**src/rtl/uart_pkg.sv**
```systemverilog
// uart_pkg: state encodings and constants shared by the UART receiver and transmitter
package uart_pkg;
    localparam int DATA_BITS       = 8;
    localparam int DEFAULT_DIVISOR = 5208;
    typedef enum logic [2:0] {
        ST_IDLE,
        ST_START,
        ST_DATA,
        ST_STOP,
        ST_BREAK
    } uart_state_e;
endpackage

```
**src/rtl/uart_rx_if.sv**
```systemverilog
// uart_rx_if: bus-side view of the receiver (read strobe in, byte and status out)
interface uart_rx_if;
    import uart_pkg::*;
    logic                 rd_i;
    logic [DATA_BITS-1:0] data_o;
    logic                 rx_ready_o;
    logic                 frame_err_o;
    logic                 overrun_o;
    logic                 busy_o;
    modport slave  (input rd_i, output data_o, rx_ready_o, frame_err_o, overrun_o, busy_o);
    modport master (output rd_i, input data_o, rx_ready_o, frame_err_o, overrun_o, busy_o);
endinterface

```
**src/rtl/uart_sync.sv**
```systemverilog
// uart_sync: flop chain bringing an asynchronous idle-high line into the clock domain
module uart_sync #(
    parameter int STAGES = 2
) (
    input  logic clk_i,
    input  logic rst_ni,
    input  logic d_i,
    output logic q_o
);
    logic [STAGES-1:0] sync_q;
    logic [STAGES-1:0] sync_d;
    always_comb sync_d = {sync_q[STAGES-2:0], d_i};
    always_ff @(posedge clk_i or negedge rst_ni)
        if (!rst_ni) sync_q <= '1;
        else         sync_q <= sync_d;
    assign q_o = sync_q[STAGES-1];
endmodule

```
**src/rtl/uart_rx.sv**
```systemverilog
// uart_rx: 8N1 receiver sampling mid-bit, holding one byte with sticky status until read
module uart_rx
    import uart_pkg::*;
#(
    parameter int UART_DIVISOR = DEFAULT_DIVISOR,
    parameter int SYNC_STAGES  = 2
) (
    input  logic       clk_i,
    input  logic       rst_ni,
    input  logic       rxd_i,
    uart_rx_if.slave   bus
);
    localparam int CW = $clog2(UART_DIVISOR);
    localparam int BW = $clog2(DATA_BITS);
    localparam logic [CW-1:0] CNT_HALF = CW'(UART_DIVISOR / 2 - 1);
    localparam logic [CW-1:0] CNT_FULL = CW'(UART_DIVISOR - 1);

    logic                 rxs;
    uart_state_e          state_q, state_d;
    logic [CW-1:0]        cnt_q, cnt_d;
    logic [BW-1:0]        bit_q, bit_d;
    logic [DATA_BITS-1:0] shift_q, shift_d, data_q, data_d;
    logic                 prev_q, prev_d, rx_ready_q, rx_ready_d;
    logic                 frame_err_q, frame_err_d, overrun_q, overrun_d, busy_q, busy_d;
    logic                 tick, valid, ferr;

    uart_sync #(.STAGES(SYNC_STAGES)) u_sync (
        .clk_i (clk_i),
        .rst_ni(rst_ni),
        .d_i   (rxd_i),
        .q_o   (rxs)
    );

    always_comb begin
        state_d = state_q;
        cnt_d   = cnt_q;
        bit_d   = bit_q;
        shift_d = shift_q;
        data_d  = data_q;
        valid   = 1'b0;
        ferr    = 1'b0;
        prev_d  = rxs;
        tick    = cnt_q == '0;
        case (state_q)
            ST_IDLE: if (prev_q && !rxs) begin
                cnt_d   = CNT_HALF;
                state_d = ST_START;
            end
            ST_START: if (!tick) cnt_d = cnt_q - 1'b1;
                else if (rxs) state_d = ST_IDLE;
                else begin
                    cnt_d   = CNT_FULL;
                    bit_d   = '0;
                    state_d = ST_DATA;
                end
            ST_DATA: if (!tick) cnt_d = cnt_q - 1'b1;
                else begin
                    shift_d = {rxs, shift_q[DATA_BITS-1:1]};
                    cnt_d   = CNT_FULL;
                    bit_d   = bit_q + 1'b1;
                    state_d = (bit_q == BW'(DATA_BITS - 1)) ? ST_STOP : ST_DATA;
                end
            ST_STOP: if (!tick) cnt_d = cnt_q - 1'b1;
                else if (rxs) begin
                    valid   = 1'b1;
                    data_d  = shift_q;
                    state_d = ST_IDLE;
                end else begin
                    ferr    = 1'b1;
                    state_d = ST_BREAK;
                end
            ST_BREAK: state_d = rxs ? ST_IDLE : ST_BREAK;
            default:  state_d = ST_IDLE;
        endcase
        // a completing event in the same cycle as a read wins over the clear
        rx_ready_d  = valid ? 1'b1 : (bus.rd_i ? 1'b0 : rx_ready_q);
        frame_err_d = ferr ? 1'b1 : (bus.rd_i ? 1'b0 : frame_err_q);
        overrun_d   = (valid && rx_ready_q && !bus.rd_i) ? 1'b1 : (bus.rd_i ? 1'b0 : overrun_q);
        busy_d      = state_d != ST_IDLE;
    end

    always_ff @(posedge clk_i or negedge rst_ni)
        if (!rst_ni) begin
            state_q     <= ST_IDLE;
            cnt_q       <= '0;
            bit_q       <= '0;
            shift_q     <= '0;
            data_q      <= '0;
            prev_q      <= 1'b1;
            rx_ready_q  <= 1'b0;
            frame_err_q <= 1'b0;
            overrun_q   <= 1'b0;
            busy_q      <= 1'b0;
        end else begin
            state_q     <= state_d;
            cnt_q       <= cnt_d;
            bit_q       <= bit_d;
            shift_q     <= shift_d;
            data_q      <= data_d;
            prev_q      <= prev_d;
            rx_ready_q  <= rx_ready_d;
            frame_err_q <= frame_err_d;
            overrun_q   <= overrun_d;
            busy_q      <= busy_d;
        end

    assign bus.data_o      = data_q;
    assign bus.rx_ready_o  = rx_ready_q;
    assign bus.frame_err_o = frame_err_q;
    assign bus.overrun_o   = overrun_q;
    assign bus.busy_o      = busy_q;
endmodule

```
**src/flat_wrapper.sv**
```systemverilog
// flat-port wrapper written by rule: the top's interface ports become plain ports
module uart_rx_flat import uart_pkg::*;
#(
    parameter int UART_DIVISOR = DEFAULT_DIVISOR,
    parameter int SYNC_STAGES  = 2
)
  (clk_i, rst_ni, rxd_i, bus_rd_i, bus_data_o, bus_rx_ready_o, bus_frame_err_o, bus_overrun_o, bus_busy_o);
  uart_rx_if bus_i ();
  input  logic clk_i;
  input  logic rst_ni;
  input  logic rxd_i;
  input wire logic [$bits(bus_i.rd_i)-1:0] bus_rd_i;
  output wire logic [$bits(bus_i.data_o)-1:0] bus_data_o;
  output wire logic [$bits(bus_i.rx_ready_o)-1:0] bus_rx_ready_o;
  output wire logic [$bits(bus_i.frame_err_o)-1:0] bus_frame_err_o;
  output wire logic [$bits(bus_i.overrun_o)-1:0] bus_overrun_o;
  output wire logic [$bits(bus_i.busy_o)-1:0] bus_busy_o;
  assign bus_i.rd_i = bus_rd_i;
  assign bus_data_o = bus_i.data_o;
  assign bus_rx_ready_o = bus_i.rx_ready_o;
  assign bus_frame_err_o = bus_i.frame_err_o;
  assign bus_overrun_o = bus_i.overrun_o;
  assign bus_busy_o = bus_i.busy_o;
  uart_rx #(.UART_DIVISOR(UART_DIVISOR), .SYNC_STAGES(SYNC_STAGES)) u_core (.clk_i(clk_i), .rst_ni(rst_ni), .rxd_i(rxd_i), .bus(bus_i));
endmodule
```
**config.mk**
```make
export PLATFORM = sky130hd
export DESIGN_NAME = uart_rx_flat
export DESIGN_NICKNAME = d
export VERILOG_FILES = /design/src/rtl/uart_pkg.sv /design/src/rtl/uart_rx_if.sv /design/src/rtl/uart_sync.sv /design/src/rtl/uart_rx.sv /design/src/flat_wrapper.sv
export SDC_FILE = /design/constraint.sdc
export NUM_CORES = 1
export LEC_CHECK = 0
export CORE_MARGIN = 4
export CORE_UTILIZATION = 57
export CTS_CLUSTER_DIAMETER = 40
export DETAILED_ROUTE_END_ITERATION = 10
export HOLD_SLACK_MARGIN = 0.06
export MAX_ROUTING_LAYER = met4
export PLACE_DENSITY_LB_ADDON = 0.08
export SLEW_MARGIN = 20
export SYNTH_ARGS = -nofsm -noshare
export SYNTH_HDL_FRONTEND = slang
export SYNTH_HIERARCHICAL = 1
export SYNTH_SLANG_ARGS = --single-unit
```
**constraint.sdc**
```tcl
create_clock -name clk_i -period 2.7 [get_ports clk_i]
set_input_delay 0.27 -clock clk_i [delete_from_list [all_inputs] [get_ports clk_i]]
set_output_delay 0.27 -clock clk_i [all_outputs]
set_load 0.005 [all_outputs]
```
==> flow_metrics.env <==
export IMPL_outcome="completed"
export IMPL_syn_to_final_growth_pct=13.23
export IMPL_criticalPathCategory="flip-flop to flip-flop"
export IMPL_insertion_delay_ns=0.36
export IMPL_synthSimpleGateAreaFrac_pct=13.80
export IMPL_dieHeight_um=67.02
export IMPL_cp_start_kind="flip-flop"
export IMPL_ys_types=47
export IMPL_dieArea_um2=4492
export IMPL_antenna_found_initial=0
export IMPL_htreeDepth=2
export IMPL_num_vias=1480
export IMPL_antenna_cells=0
export IMPL_grt_max_degree=43
export IMPL_worst_slew_pin_slew_ns=0.9235
export IMPL_setup_viol=0
export IMPL_fin_crit_sh_pct=92.89
export IMPL_fmax_mhz=398.7
export IMPL_path_cells="inv_1 > ha_1 > or3b_1 > nor4_4 > and4_1 > buf_4 > mux2_2"
export IMPL_slew_headroom_pct=38.44
export IMPL_layout_setup_ws_ns=0.1919
export IMPL_clockBufferDepth=2
export IMPL_dr_first_iter_drc_count=146
export IMPL_hold_viol_final=0
export IMPL_drive_gt1_share_pct=16.18
export IMPL_routed_wl_um=4066
export IMPL_wl_met1_um=1798
export IMPL_cts_tree="done"
export IMPL_synthAdderAreaFrac_pct=2.457
export IMPL_coreArea_um2=3363
export IMPL_synth_compound_area_share_pct=16.89
export IMPL_grt_pass1_wl_um=7224
export IMPL_die_x_um=67.02
export IMPL_crit_fanout=10
export IMPL_p_per_area_nw_per_um2=715.6
export IMPL_rsz0062_at_grt="no"
export IMPL_dr_wl_met2_um=2005
export IMPL_syn_area_um2=1986
export IMPL_crit_arrival_ns=2.77
export IMPL_port_buffers=15
export IMPL_power_share_combinational_pct=26.5
export IMPL_stdcell_count=250
export IMPL_grt_total_usage_pct=22.35
export IMPL_synth_edff_count=0
export IMPL_switching_share_pct=35.62
export IMPL_ys_warn_count=6
export IMPL_drt_first_pass_iters=4
export IMPL_slew_violations=0
export IMPL_post_cts_resized=0
export IMPL_cts_buffers=5
export IMPL_std_cell_rows=21
export IMPL_final_net_count=210
export IMPL_place_inst=240
export IMPL_async_flop_share_pct=100.0
export IMPL_gr_total_overflow=0
export IMPL_wl_per_cell_um=16.26
export IMPL_max_stage_delay_ns=0.50
export IMPL_grt_pass1_vias=1565
export IMPL_synth_area_per_cell_um2=10.85
export IMPL_gp_congestion=0.8176
export IMPL_ir_drop_v=0.0003435
export IMPL_crit_slowest_cell="or3b_1"
export IMPL_n_fill_cell=287
export IMPL_synthMuxAreaShare_pct=9.074
export IMPL_ys_ff_latch=42
export IMPL_finalSetupTns_ns=0
export IMPL_power_internal_w=0.001036
export IMPL_final_util_pct=66.85
export IMPL_synth_nets=190
export IMPL_switchingPower_w=0.0005732
export IMPL_p_clk_share_pct=20.0
export IMPL_clk_pin_slew_ns=0.11
export IMPL_hold_path_class="input port to flip-flop"
export IMPL_power_total_w=0.001609
export IMPL_synth_top_family_by_area="compound AO/OA/AOI/OAI gates"
export IMPL_fin_crit_ns=2.508
export IMPL_p_seq_share_pct=53.5
export IMPL_viasPerCell=5.920
export IMPL_top_layer="met4"
export IMPL_start_util_pct=59.04
export IMPL_dp_hpwl_um=2878
export IMPL_cts_sinks=42
export IMPL_final_antenna_net_count=0
export IMPL_ys_seq_area_share_pct=53.12
export IMPL_post_synth_xor_area_fraction_pct=0
export IMPL_drcViolationCount=0
export IMPL_max_cap_violations=0
export IMPL_pre_cts_slack_ns=0.1392
export IMPL_synthCells=183
export IMPL_wl_met3_um=144
export IMPL_ys_dominant_reg_cell="dfrtp_1"
export IMPL_cp_required_ns=2.96
export IMPL_pin_count=16
export IMPL_finClkSkew_ns=0.003808
export IMPL_root_buffer="clkbuf_4"
export IMPL_endpoint_kind="flip-flop"
export IMPL_leakagePower_nw=1.015
[logic make-up (layout without fill, tap and decap cells)]
family | after synthesis | after routing
mux | 16 | 16
fa+ha+maj | 4 | 4
compound gates | 52 | 52
flops | 42 | 42
simple gates | 51 | 51
buf+inv | 18 | 39
[critical path: cells and delay by family, from the launching register on]
kind / cells / cell delay (ns)
mux: 1 / 0.35
fa+ha+maj: 1 / 0.18
flops: 1 / 0.44
simple gates: 3 / 1.17
buf+inv: 2 / 0.26
[Yosys cell counts, types with 3 or more instances]
cell type / number / share of area [%]
dfrtp_1: 39 / 49
o21ai_0: 22 / 5.5
nor2_1: 19 / 3.6
a21oi_1: 8 / 2.0
inv_1: 8 / 1.5
mux2_1: 8 / 4.5
mux2_2: 8 / 4.5
nand2_1: 8 / 1.5
clkbuf_1: 4 / 0.76
nor3_1: 4 / 1.0
a31oi_1: 3 / 0.95
dfstp_2: 3 / 4.0
ha_1: 3 / 1.9
o31ai_1: 3 / 1.1
[worst paths after layout]
kind / end / from / slack, ns / cells past startpoint
max in group asynchronous: u_core/cnt_q[2] / rst_ni / 1.55 / 2
setup / recovery: u_core/bus.data_o[4] / u_core/cnt_q[0] / 0.19 / 7
min in group asynchronous: u_core/bus.data_o[2] / rst_ni / 0.58 / 2
setup reg to reg: u_core/bus.data_o[4] / u_core/cnt_q[0] / 0.19 / 7
hold reg to reg: u_core/u_sync/sync_q[1] / u_core/u_sync/sync_q[0] / 0.36 / 0
hold / removal: u_core/u_sync/sync_q[0] / rxd_i / 0.30 / 1
[routing by layer]
layer | up-vias | GRT usage, %
met3 | 14 | 4.216
met5 | - | -
met1 | 731 | 27.55
met4 | 0 | 13.16
li1 | 703 | -
met2 | 32 | 34.11
[cell usage in the layout (no fill, tap or decap), drive strengths merged, types with 3 or more instances in the layout]
master	Yosys	routed
or4	3	3
o21ai	23	23
o31ai	3	3
dfstp	3	3
clkdlybuf4s50	0	14
nor2	19	19
ha	3	3
clkbuf	4	7
dfrtp	39	39
mux2	16	16
a21oi	8	8
nand2	9	9
nor4	3	3
buf	6	8
inv	8	8
nor3	4	4
a31oi	3	3
[what timing repair did]
item / CTS / global route
buffers inserted: 0 / 1
setup endpoints to repair: 0 / 17
hold buffers: 1 / 0
endpoints found under the hold margin: 20 / 0
[cell type report]
type                    instances  area, um2  share of cell area (%)
flip-flops and latches         42       1055                   46.91
well taps                      46      57.56                   2.560
repair buffers                 23      207.7                   9.238
inverters                       8      30.03                   1.336
multi-input cells             123      838.3                   37.28
clock buffers                   7      55.05                   2.449
clock inverters                 1      5.005                  0.2226
[state kept, by name (all words and copies together), names as in the netlist]
signal,cells
u_core/bit_q,3
u_core/bus.busy_o,1
u_core/bus.data_o,8
u_core/bus.frame_err_o,1
u_core/bus.overrun_o,1
u_core/bus.rx_ready_o,1
u_core/cnt_q,13
u_core/prev_q,1
u_core/shift_q,8
u_core/state_q,3
u_core/u_sync/sync_q,2
[power by group through the flow]
| stage | clock network (W) | registers, W | logic (W) |
|---|---|---|---|
| floorplan | 0 | 0.000828 | 0.000369 |
| global placement | 0 | 0.000857 | 0.000396 |
| detailed placement | 0 | 0.000869 | 0.000422 |
| CTS | 0.000331 | 0.000858 | 0.000424 |
| global route | 0.000360 | 0.000879 | 0.000485 |
| finish | 0.000322 | 0.000861 | 0.000426 |
[per-stage QoR]
step           cell area [um2]  hold WS, ns
2_1_floorplan             1986     -0.02559
3_3_place_gp              2171       0.3464
3_5_place_dp              2171       0.3485
4_1_cts                   2241       0.2958
5_1_grt                   2248       0.2859
6_report                  2248       0.3025
Power figures use the tool's default switching activity.
==> patch 1, RTL diff (config.mk and constraints unchanged) <==
Set the package constant `DEFAULT_DIVISOR` to 10416 (it was 5208).
--- a/src/rtl/uart_pkg.sv
+++ b/src/rtl/uart_pkg.sv
@@ -1,7 +1,7 @@
 // uart_pkg: state encodings and constants shared by the UART receiver and transmitter
 package uart_pkg;
     localparam int DATA_BITS       = 8;
-    localparam int DEFAULT_DIVISOR = 5208;
+    localparam int DEFAULT_DIVISOR = 10416;
     typedef enum logic [2:0] {
         ST_IDLE,
         ST_START,
Behaviour: no difference found for any inputs over 10 cycles, from zero or initial values and one cycle with rst_ni low; that may be too few to reach the edited logic, so the function may still have changed.
==> patch 1 against the unedited design <==
Design area is 6.3% higher; clock skew rose by 0.0059 ns; setup slack better by 0.15 ns; sequential share of layout area is 1.7 points lower; sequential cell count rose by 1; core utilization grew 2.1 points; routed wire length increased by 0.86%; combinational power is 18% lower; critical endpoint is now u_core/cnt_q[3]; largest power group unchanged; sequential power grew 5.6%; area after synthesis is 6.8% higher; power increased by 3.2%.
==> patch 1: results (changes against the unedited design) <==
PLACE
--------------------------------------------------------------------------------------
Dpl ws                                                                        0.389 ns   was 0.139 ns
HPWL Detailed                                                                  2850 µm   was 2880 µm
Routability congestion estimate                                                  0.917   was 0.818
Placed cell areas                                                          0.00230 mm²   was 0.00217 mm²

CLOCKING
--------------------------------------------------------------------------------------
Clock network latency to the later pin of the worst-skew pair                  0.30 ns   was 0.36 ns
Clock slew at the register clock pins of the worst setup and hold paths        0.08 ns   was 0.11 ns

GRT
--------------------------------------------------------------------------------------
Overall track demand over capacity in global routing                             21.2%   was 22.3%
Vias in the first global route                                                    1445   was 1565
Pin count of the biggest net entering global routing                                44   was 43
Wire length of the first global-routing pass                                   7030 µm   was 7220 µm

STA
--------------------------------------------------------------------------------------
Worst-case headroom to the max-slew limit                                        40.0%   was 38.4%
Final worst clock skew                                                      0.00971 ns   was 0.00381 ns
Post-route worst hold slack                                                  0.0901 ns   was 0.303 ns
Final worst path period need                                                   2.36 ns   was 2.51 ns

ROUTING
--------------------------------------------------------------------------------------
Via density per instance                                                          6.05   was 5.92
Routed length per instance                                                     16.1 µm   was 16.3 µm

WORST SETUP PATH
--------------------------------------------------------------------------------------
Cell at the slowest stage of the critical path                            sky130_fd_sc_hd__a311o_1   was sky130_fd_sc_hd__or3b_1
Crit-path max FO                                                                    15   was 10
Slowest stage delay, CP                                                        0.52 ns   was 0.50 ns
Worst reg2reg path endpoint                                               u_core/cnt_q[3]   was u_core/bus.data_o[4]
Largest delay share family, worst path                                    compound AO/OA/AOI/OAI gates   was simple AND/OR/NAND/NOR gates
Signal arrival time at the worst endpoint                                      2.55 ns   was 2.77 ns
Worst setup slack for register-to-register paths                               0.34 ns   was 0.19 ns

SYNTH
--------------------------------------------------------------------------------------
Net Count, Synth                                                                   200   was 190
Most instantiated cells after synthesis                                   40 x sky130_fd_sc_hd__dfrtp_1, 15 x sky130_fd_sc_hd__nor2_1, 15 x sky130_fd_sc_hd__o21ai_0, 11 x sky130_fd_sc_hd__a21oi_1, 10 x sky130_fd_sc_hd__inv_1   was 39 x sky130_fd_sc_hd__dfrtp_1, 22 x sky130_fd_sc_hd__o21ai_0, 19 x sky130_fd_sc_hd__nor2_1
Top area cells in the synthesized netlist                                 sky130_fd_sc_hd__dfrtp_1 47%, sky130_fd_sc_hd__mux2_4 5.7%, sky130_fd_sc_hd__mux2_2 4.2%   was sky130_fd_sc_hd__dfrtp_1 49%, sky130_fd_sc_hd__o21ai_0 5.5%, sky130_fd_sc_hd__mux2_1 4.5%

LAYOUT
--------------------------------------------------------------------------------------
Number of flip-flops under the largest register name                                14   was 13
Proportion of layout cells with a drive suffix above 1                           19.1%   was 16.2%

OUTCOME
--------------------------------------------------------------------------------------
Result of the run                                                         finished clean   unchanged

POWER
--------------------------------------------------------------------------------------
Lkg Pwr                                                                        1.06 nW   was 1.02 nW
Largest vdd supply drop                                                         618 µV   was 344 µV

MIN PATH
--------------------------------------------------------------------------------------
Hold crit path type                                                        in -> async   was in -> reg

==> patch 1: cell types whose count changed in the layout (fill, tap and decap cells not counted), sizes merged, moves of 3 or more <==
cell | unedited run | this run
o21ai | 23 | 15
o22a | 0 | 3
o2bb2ai | 1 | 4
or4 | 3 | 0
buf | 8 | 4
o31ai | 3 | 0
nor2 | 19 | 15
nand3 | 1 | 4
o21a | 1 | 4
a21oi | 8 | 11
nor3 | 4 | 10
==> patch 1: power groups by stage <==
stage                     Clock, mW  Combinational [mW]  Sequential (mW)
after floorplan                   0               0.286            0.867
after global placement            0               0.326            0.908
after detailed placement          0               0.348            0.914
after CTS                     0.414               0.349            0.903
after global routing          0.441               0.395            0.923
final                         0.401               0.350            0.909
==> patch 1: layout make-up <==
class,count,area [µm²]
sequential,43,1080
fill,282,1080
multi-input combinational,130,958
timing repair buffer,18,168
clock buffer,5,68.8
tap,46,57.6
inverter,10,37.5
clock inverter,3,20.0
==> patch 1: logic make-up after synthesis <==
logic type | synth area share [%]
buffers and inverters | 3.89
flip-flops | 50.9
multiplexers | 10.4
AND/OR/NAND/NOR | 15.6
adder cells (fa/ha/maj) | 2.36
AO/OA/AOI/OAI | 16.5
XOR/XNOR | 0.413
==> patch 1: per-layer routing <==
layer | GRT usage [%] | vias to the layer above | wire length, µm | share of wire, %
met2 | 29.4 | 43 | 1900 | 46
met5 | - | - | 0 | 0
met3 | 5.67 | 9 | 190 | 4.6
met4 | 9.73 | 0 | 79 | 1.9
met1 | 28.9 | 765 | 1930 | 47
li1 | - | 725 | - | -
==> patch 1: stage by stage <==
step                std cells  total power, mW
finish                    255             1.66
global route              255             1.76
CTS                       255             1.66
detailed placement        247             1.26
global placement          247             1.23
floorplan                 192             1.15
==> patch 2, RTL diff (config.mk and constraints unchanged) <==
Without the edit above. Add an input register stage for `rxd_i`, without a reset; this delays it by one clock. The other inputs are not delayed to match.
--- a/src/rtl/uart_rx.sv
+++ b/src/rtl/uart_rx.sv
@@ -15,6 +15,12 @@
     localparam logic [CW-1:0] CNT_HALF = CW'(UART_DIVISOR / 2 - 1);
     localparam logic [CW-1:0] CNT_FULL = CW'(UART_DIVISOR - 1);
 
+    logic rxd_q;
+
+    always_ff @(posedge clk_i) begin
+        rxd_q <= rxd_i;
+    end
+
     logic                 rxs;
     uart_state_e          state_q, state_d;
     logic [CW-1:0]        cnt_q, cnt_d;
@@ -27,7 +33,7 @@
     uart_sync #(.STAGES(SYNC_STAGES)) u_sync (
         .clk_i (clk_i),
         .rst_ni(rst_ni),
-        .d_i   (rxd_i),
+        .d_i   (rxd_q),
         .q_o   (rxs)
     );
 
Behaviour: not the same (Yosys sat finds a counterexample within 4 cycles, from zero or initial values and one cycle with rst_ni low).
==> patch 2 against the unedited design <==
Design area is 2.1% higher; sequential cell count is 1 higher; largest cell class unchanged; critical path depth is 2 higher; area after synthesis is 1.0% higher; power is 7.2% higher; setup slack better by 0.050 ns; routed wire length is 8.2% lower.
==> patch 2: results (changes against the unedited design) <==
OUTCOME
------------------------------------------------------------------------------------
Result of the run                                                       finished clean   unchanged

MIN PATH
------------------------------------------------------------------------------------
Hold crit path type                                                       reg -> reg   was in -> reg
Startpoint of the tightest hold check path                              u_core/rxd_q   was rxd_i

WORST SETUP PATH
------------------------------------------------------------------------------------
Signal arrival time at the worst endpoint                                    2.70 ns   was 2.77 ns
Worst reg2reg path endpoint                                             u_core/cnt_q[8]   was u_core/bus.data_o[4]
Cell at the slowest stage of the critical path                          sky130_fd_sc_hd__dfrtp_1   was sky130_fd_sc_hd__or3b_1
Slowest stage delay, CP                                                      0.45 ns   was 0.50 ns
Crit-path max FO                                                                  11   was 10

ROUTING
------------------------------------------------------------------------------------
Routed length per instance                                                   14.9 µm   was 16.3 µm
DRT iter0 DRCs                                                                   134   was 146
Vias                                                                            1459   was 1480

SYNTH
------------------------------------------------------------------------------------
Net Count, Synth                                                                 191   was 190
Share of flip-flops with an asynchronous set or reset after synthesis          97.7%   was 100%
Sequential element share of the synthesized area                               53.6%   was 53.1%
Count of cell types in the netlist                                                48   was 47

POWER
------------------------------------------------------------------------------------
Lkg Pwr                                                                      1.04 nW   was 1.02 nW
Largest vdd supply drop                                                       460 µV   was 344 µV

PLACE
------------------------------------------------------------------------------------
Dpl ws                                                                      0.255 ns   was 0.139 ns
HPWL Detailed                                                                2670 µm   was 2880 µm
Routability congestion estimate                                                0.851   was 0.818

STA
------------------------------------------------------------------------------------
Worst-case headroom to the max-slew limit                                      39.4%   was 38.4%
Final worst clock skew                                                     0.0128 ns   was 0.00381 ns
Post-route worst hold slack                                                 0.302 ns   was 0.303 ns

GRT
------------------------------------------------------------------------------------
Wire length of the first global-routing pass                                 6800 µm   was 7220 µm
Overall track demand over capacity in global routing                           20.7%   was 22.3%

## patch 2: changes by cell type after synthesis
cell and delta:
sky130_fd_sc_hd__dfxtp_1 +1
## patch 2: layout make-up
| class | instances | area, µm² |
|---|---|---|
| Clock buffer | 6 | 51.3 |
| Clock inverter | 2 | 35.0 |
| Fill cell | 279 | 1070 |
| Inverter | 8 | 30.0 |
| Multi-Input combinational cell | 123 | 838 |
| Sequential cell | 43 | 1070 |
| Tap cell | 46 | 57.6 |
| Timing Repair Buffer | 23 | 208 |
## patch 2: what timing repair did
action | in CTS | in global routing
endpoints found under the hold margin | 30 | 0
hold buffers | 1 | 0
buffers inserted | 0 | 0
## patch 2: per-stage QoR
stage               instances  cell area, µm²  total power [mW]  util, %
floorplan                 184            2010              1.20        -
global placement          242            2200              1.29     65.4
detailed placement        242            2200              1.31     65.4
CTS                       251            2290              1.74     68.2
global route              251            2290              1.85     68.2
finish                    251            2290              1.72     68.2
## patch 2: metal layers
layer / global-route usage [%] / vias up / wire [µm]
met5: - / - / 0
met4: 7.34 / 0 / 34
met3: 5.66 / 6 / 130
met2: 32.9 / 22 / 1830
met1: 25.4 / 728 / 1740
li1: - / 703 / -
## patch 2: power breakdown
part	internal (mW)	leakage (nW)	switching, mW	total [mW]
Clock	0.219	0.0482	0.199	0.418
Combinational	0.185	0.433	0.243	0.427
Sequential	0.748	0.554	0.132	0.879
## patch 2: cell families (layout without fill, tap and decap cells)
family | count (synthesis) | count (layout) | synth area share [%]
compound gates | 52 | 52 | 16.7
fa+ha+maj | 4 | 4 | 2.43
buf+inv | 18 | 39 | 4.62
flops | 43 | 43 | 53.6
mux | 16 | 16 | 8.98
simple gates | 51 | 51 | 13.7
